--- src/rtl/slc_cfg_loader.sv ---
// Serial configuration loader for the AP3 super logic cell. It shifts a framed,
// CRC-8 protected bitstream into a shadow register and commits it atomically.
module slc_cfg_loader #(
  parameter int         N_LC     = 8,
  parameter int         LUT_BITS = 16,
  parameter logic [7:0] CRC_POLY = 8'h07
) (
  input  logic                     QCK,
  input  logic                     QRTN,
  input  logic                     CFG_START,
  input  logic                     CFG_DV,
  input  logic                     CFG_DI,
  output logic [N_LC*LUT_BITS-1:0] LC_LUT,
  output logic [N_LC-1:0]          LC_MODE,
  output logic [N_LC-1:0]          LC_QDI_MUX,
  output logic [N_LC-1:0]          LC_BQZ_MUX,
  output logic [N_LC-1:0]          LC_CQZ_MUX,
  output logic                     CFG_BUSY,
  output logic                     LC_HOLD,
  output logic                     CFG_DONE,
  output logic                     CFG_ERR
);
  localparam int         CELL_W    = LUT_BITS + 4;
  localparam int         PAY_BITS  = N_LC * CELL_W;
  localparam logic [7:0] PAY_LEN   = 8'(PAY_BITS);
  localparam logic [7:0] FRAME_LEN = 8'(PAY_BITS + 8);

  typedef enum logic [1:0] {IDLE, SHIFT, CHECK} state_t;

  state_t                state, state_nxt;
  logic [7:0]            cnt, crc, rx_crc;
  logic [PAY_BITS-1:0]   shadow;
  logic                  clear, accept, commit, mismatch;

  logic [N_LC*LUT_BITS-1:0] sh_lut;
  logic [N_LC-1:0]          sh_mode, sh_qdi, sh_bqz, sh_cqz;

  function automatic logic [7:0] crc_step(input logic [7:0] c, input logic d);
    return {c[6:0], 1'b0} ^ ((c[7] ^ d) ? CRC_POLY : 8'h00);
  endfunction

  always_comb begin
    state_nxt = state;
    clear     = 1'b0;
    accept    = 1'b0;
    commit    = 1'b0;
    mismatch  = 1'b0;
    case (state)
      IDLE: begin
        if (CFG_START) begin
          clear     = 1'b1;
          state_nxt = SHIFT;
        end
      end
      SHIFT: begin
        if (CFG_START) begin
          clear     = 1'b1;
          state_nxt = SHIFT;
        end else if (cnt == FRAME_LEN) begin
          state_nxt = CHECK;
        end else if (CFG_DV) begin
          accept = 1'b1;
        end
      end
      CHECK: begin
        // a restart here wins over the commit
        if (CFG_START) begin
          clear     = 1'b1;
          state_nxt = SHIFT;
        end else begin
          state_nxt = IDLE;
          if (crc == rx_crc) commit = 1'b1;
          else               mismatch = 1'b1;
        end
      end
      default: state_nxt = IDLE;
    endcase
  end

  // Payload bit k is shifted in at the top and ends up in shadow[k].
  always_ff @(posedge QCK) begin
    if (accept && cnt < PAY_LEN) shadow <= {CFG_DI, shadow[PAY_BITS-1:1]};
  end

  generate
    for (genvar i = 0; i < N_LC; i++) begin : g_cell
      assign sh_lut[i*LUT_BITS +: LUT_BITS] = shadow[i*CELL_W +: LUT_BITS];
      assign sh_mode[i] = shadow[i*CELL_W + LUT_BITS];
      assign sh_qdi[i]  = shadow[i*CELL_W + LUT_BITS + 1];
      assign sh_bqz[i]  = shadow[i*CELL_W + LUT_BITS + 2];
      assign sh_cqz[i]  = shadow[i*CELL_W + LUT_BITS + 3];
    end
  endgenerate

  always_ff @(posedge QCK) begin
    if (!QRTN) begin
      state      <= IDLE;
      cnt        <= '0;
      crc        <= '0;
      rx_crc     <= '0;
      LC_LUT     <= '0;
      LC_MODE    <= '0;
      LC_QDI_MUX <= '0;
      LC_BQZ_MUX <= '0;
      LC_CQZ_MUX <= '0;
      CFG_DONE   <= 1'b0;
      CFG_ERR    <= 1'b0;
    end else begin
      state    <= state_nxt;
      CFG_DONE <= commit;
      if (clear) begin
        cnt     <= '0;
        crc     <= '0;
        rx_crc  <= '0;
        CFG_ERR <= 1'b0;
      end else if (accept) begin
        cnt <= cnt + 8'd1;
        if (cnt < PAY_LEN) crc    <= crc_step(crc, CFG_DI);
        else               rx_crc <= {rx_crc[6:0], CFG_DI};
      end
      if (mismatch) CFG_ERR <= 1'b1;
      if (commit) begin
        LC_LUT     <= sh_lut;
        LC_MODE    <= sh_mode;
        LC_QDI_MUX <= sh_qdi;
        LC_BQZ_MUX <= sh_bqz;
        LC_CQZ_MUX <= sh_cqz;
      end
    end
  end

  assign CFG_BUSY = (state != IDLE);
  assign LC_HOLD  = CFG_BUSY;

endmodule
--- config.mk ---
export PLATFORM = sky130hd
export DESIGN_NAME = slc_cfg_loader
export DESIGN_NICKNAME = d
export VERILOG_FILES = /design/src/rtl/slc_cfg_loader.sv
export SDC_FILE = /design/constraint.sdc
export NUM_CORES = 1
export LEC_CHECK = 0
export BUFFER_PORTS_ARGS = -buffer_cell sky130_fd_sc_hd__buf_2
export CAP_MARGIN = 20
export CORE_MARGIN = 8
export CORE_UTILIZATION = 43
export DETAILED_ROUTE_END_ITERATION = 12
export GPL_TIMING_DRIVEN = 1
export SKIP_LAST_GASP = 1
export SYNTH_ARGS = -nofsm -noshare
export SYNTH_HDL_FRONTEND = slang
export SYNTH_SLANG_ARGS = --single-unit
--- constraint.sdc ---
create_clock -name QCK -period 5.03 [get_ports QCK]
set_input_delay 0.7545 -clock QCK [delete_from_list [all_inputs] [get_ports QCK]]
set_output_delay 0.7545 -clock QCK [all_outputs]
set_load 0.01 [all_outputs]
# == Word level (Yosys, flattened, before mapping) ==
# Index checks and enable logic that the tools add are counted.
# word_totals
regBits,348
input_bits,5
out_inout_bits,164
word_cells,53
# op_classes
add_sub_neg,1
order_cmp,1
eq_ne,6
n_mux,20
bitwise,4
n_reduce_logical,9
# op_table
cell,count
$mux 1,15
$add 8x1->8 const B,1
$eq 8x8->1,1
$eq 8x8->1 const B,1
$lt 8x8->1 const B,1
$xor 8x3->8,1
$mux 2,3
$pmux 2 s3,1
$reduce_and 2->1,3
$reduce_bool 2->1,2
$mux 3,1
$ne 3x3->1 const B,1
$reduce_or 3->1,1
$eq 2x1->1 const B,1
$eq 2x2->1 const B,1
$logic_not 2->1,1
$ne 2x2->1 const B,1
$not 1->1,2
$reduce_or 2->1,1
$logic_and 1x1->1,1
$xor 1x1->1,1

# == Longest topological paths before layout ==
# logic_depth
word_depth,5
mapped_depth,7

# == Least setup slack after synthesis ==
# Ideal clock, no wire load.
# synth_timing
kind,input -> register
start,input port CFG_DV
end,"register shadow[0], enable pin"
arrival_time_ns,4.508
path_slack_ns,0.009
cell_stages,4
n_path_buf,1
path_cell_list,nor4bb_1 buf_4 o211ai_4 inv_1
# synth_via
elab_chain_cells,5
# synth_lines
element,line,rtl
start: declaration,11,"input logic CFG_DV,"
$mux 1,61,end else if (CFG_DV) begin
$mux 1,59,end else if (cnt == FRAME_LEN) begin
$mux 1,56,if (CFG_START) begin
$mux 1,48,case (state)
$logic_and 1x1->1,82,"if (accept && cnt < PAY_LEN) shadow <= {CFG_DI, shadow[PAY_BITS-1:1]};"
end signal: assignment,82,
end: declaration,32,logic [PAY_BITS-1:0] shadow;
# Every way passes these cells.
# A chain may end at the register's enable or synchronous reset.

# == Worst setup path after layout ==
# layout_timing
start,register state[1]
end,"register shadow[104], enable pin"
# layout_via
elab_chain_cells,3
# layout_lines
element,line,rtl
start: declaration,30,"state_t state, state_nxt;"
start signal: assignment,109,state <= state_nxt;
$eq 2x1->1,48,
$mux 1,48,
$logic_and 1x1->1,82,
# Every way passes these cells.

==> impl_metrics.json <==
{
  "status": "finished clean",
  "synth.ff_latch_count": 348,
  "synth_top_cell_area_share_pct": 38.6,
  "p_clk_share_pct": 46.5,
  "die_width_um": 186,
  "syn_area_mm2": 0.0125,
  "hold_class": "flip-flop to flip-flop",
  "crit_fanout": 94,
  "core.rowCount": 62,
  "cts_tree": "yes",
  "port_buffers": 168,
  "intPower_mw": 4.59,
  "nets": 1149,
  "antenna_found_initial": 0,
  "final_hold_viol_count": 0,
  "syn2layout_area_growth_pct": 18.2,
  "synthCells": 988,
  "peakVddDrop_mv": 0.201,
  "power_leakage_nw": 5.46,
  "grt_use_total_pct": 13.7,
  "htreeDepth": 2,
  "ys_types": 36,
  "grt_pass1_wl_um": 38400,
  "slew_headroom_pct": 34.2,
  "finalCriticalPeriod_ps": 2540,
  "die_h_um": 186,
  "clk_pin_slew_ps": 60,
  "ctsResizeCount": 0,
  "syn_area_per_cell_um2": 12.6,
  "ctsLongestPathBuffers": 3,
  "synth.area.top_cells": "edfxtp_1 39%, dfxtp_1 30%, mux2i_1 14%, nand2_1 9.9%, buf_8 1.1%",
  "seq_area_frac_synth_pct": 68.8,
  "synth_fp_nets": 995,
  "ios": 169,
  "start_util_pct": 43.5,
  "rsz0062_at_grt": "false",
  "cts_root_buf": "clkbuf_16",
  "ff_latch_area_mm2": 0.00857,
  "fin_ws_ps": 2490,
  "maxCapViolations": 0,
  "yosysWarnings": 0,
  "clock_latency_ps": 510,
  "coreArea_mm2": 0.0286,
  "first_global_vias": 7191,
  "ant_nets": 0,
  "drt_first_iter_violations": 504,
  "min_period_over_period_pct": 50.5,
  "place_ws_ps": 1970,
  "drive_gt1_share_pct": 20.0,
  "clock-sinks": 348,
  "ys.flop_type": "dfxtp_1",
  "final_area_mm2": 0.0147,
  "pwr-share-seq_pct": 51.6,
  "setup_violations": 0,
  "synth-async-reset-ratio_pct": 0,
  "n_antenna_cell": 0,
  "fin_tns_setup_ps": 0,
  "swShare_pct": 19.9,
  "p_per_area_mw_per_mm2": 390,
  "grt_overflow_total": 0,
  "worstSetupPathType": "flip-flop to flip-flop",
  "wl_per_cell_um": 15.5,
  "p_switching_mw": 1.14,
  "grt_start_max_net_pins": 178,
  "end_kind": "flip-flop",
  "gp_congestion": 0.723,
  "vias": 7350,
  "ctsHoldBuffers": 0,
  "placed_cell_area_mm2": 0.0135,
  "yosysTopAreaCell": "edfxtp_1",
  "required_ps": 5170,
  "finClkSkew_ps": 17.6,
  "fin_util_pct": 51.4,
  "arrival_ps": 2680,
  "fillers": 2557,
  "wl_um": 24000,
  "cts_buffers": 37,
  "comb_power_share_pct": 1.8,
  "multi_input_area_mm2": 0.00350,
  "start_kind": "flip-flop",
  "drc": 0,
  "hpwlAfterDp_um": 14500,
  "postCtsSetupRepairBufs": 0,
  "dr.pass1.iters": 4,
  "synth_edf_count": 160,
  "max_slew.worst_pin.slew_ps": 986,
  "max_freq_mhz": 394,
  "via_per_inst": 4.73,
  "maxSlewViolCount": 0,
  "dieArea_mm2": 0.0347
}
[power by group through the flow]
stage / Combinational [mW] / Sequential [mW] / Clock [mW]
after floorplan: 0.0842 / 3.03 / 0
after global placement: 0.108 / 3.02 / 0
after detailed placement: 0.109 / 3.02 / 0
after CTS: 0.109 / 2.96 / 2.76
after global routing: 0.121 / 2.96 / 2.87
final: 0.106 / 2.96 / 2.67
[critical path, stage by stage, from the launching register on]
cell	delay (ps)
dfxtp_1	360
nor4bb_1	290
buf_4	230
o211ai_4	190
inv_6	500
buf_12	500
[worst paths after layout]
check | from | endpoint | slack [ps] | cells past startpoint
setup / recovery | state[1] | shadow[104] | 2490 | 5
hold / removal | shadow[124] | shadow[123] | 440 | 0
setup reg to reg | state[1] | shadow[104] | 2490 | 5
hold reg to reg | shadow[124] | shadow[123] | 440 | 0
[flip-flops by register name, summed over array words and instances, names as in the netlist]
name / cells
rx_crc: 8
LC_MODE: 8
LC_CQZ_MUX: 8
cnt: 8
state: 2
LC_BQZ_MUX: 8
LC_LUT: 128
shadow: 160
crc: 8
CFG_ERR: 1
CFG_DONE: 1
LC_QDI_MUX: 8
[metrics by stage]
step / std cells / total power, mW / hold WS, ps
after floorplan: 988 / 3.11 / 426
after global placement: 1487 / 3.13 / 429
after detailed placement: 1487 / 3.13 / 432
after CTS: 1553 / 5.83 / 440
after global routing: 1553 / 5.95 / 450
final: 1553 / 5.74 / 443
[cell usage after synthesis (3+ instances only)]
library cell	count
nand2_1	327
nor2_1	23
nand4_1	3
mux2i_1	176
inv_1	5
xor2_1	5
and2_1	3
buf_8	9
dfxtp_1	188
buf_4	11
edfxtp_1	160
xnor2_1	12
clkbuf_1	36
o21ai_0	5
[layout by cell type (no fill, tap or decap), drive strengths merged]
cell,n
nand2,327
dfxtp,188
mux2i,176
buf,174
edfxtp,160
clkbuf,57
nor2,23
xnor2,12
clkinv,6
o21ai,5
xor2,5
inv,5
nand4,4
and2,3
a21oi,2
ha,2
bufinv,2
o211ai,2
nor3,2
nand4bb,1
nand3b,1
nor4bb,1
or2,1
and3,1
nand3,1
nor2b,1
a211oi,1
o21a,1
o211a,1
o2111ai,1
nand4b,1
or3,1
clkinvlp,1
[cell families after synthesis]
kind of cell / after synthesis / share of synthesized area, %
adder cells (fa/ha/maj): 2 / 0.201
AND/OR/NAND/NOR: 368 / 11.7
XOR/XNOR: 17 / 1.20
multiplexers: 176 / 14.1
flip-flops: 348 / 68.8
buffers and inverters: 64 / 3.14
AO/OA/AOI/OAI: 13 / 0.824
[final cells by class]
cell class                 instances  area share [%]
clock inverter                     9           0.722
tap                              384            3.26
inverter                           5           0.161
sequential                       348            58.2
multi-input combinational        576            23.8
clock buffer                      57            7.49
timing repair buffer             174            6.42
[per-layer routing]
metal / GRT usage [%] / share of wire (%) / vias to the layer above
li1: - / - / 3646
met1: 18.9 / 48 / 3522
met2: 21.1 / 44 / 149
met3: 3.44 / 6.3 / 33
met4: 4.03 / 1.8 / 0
met5: 0 / 0 / -
Note: power is estimated with default switching activity, not from simulation.
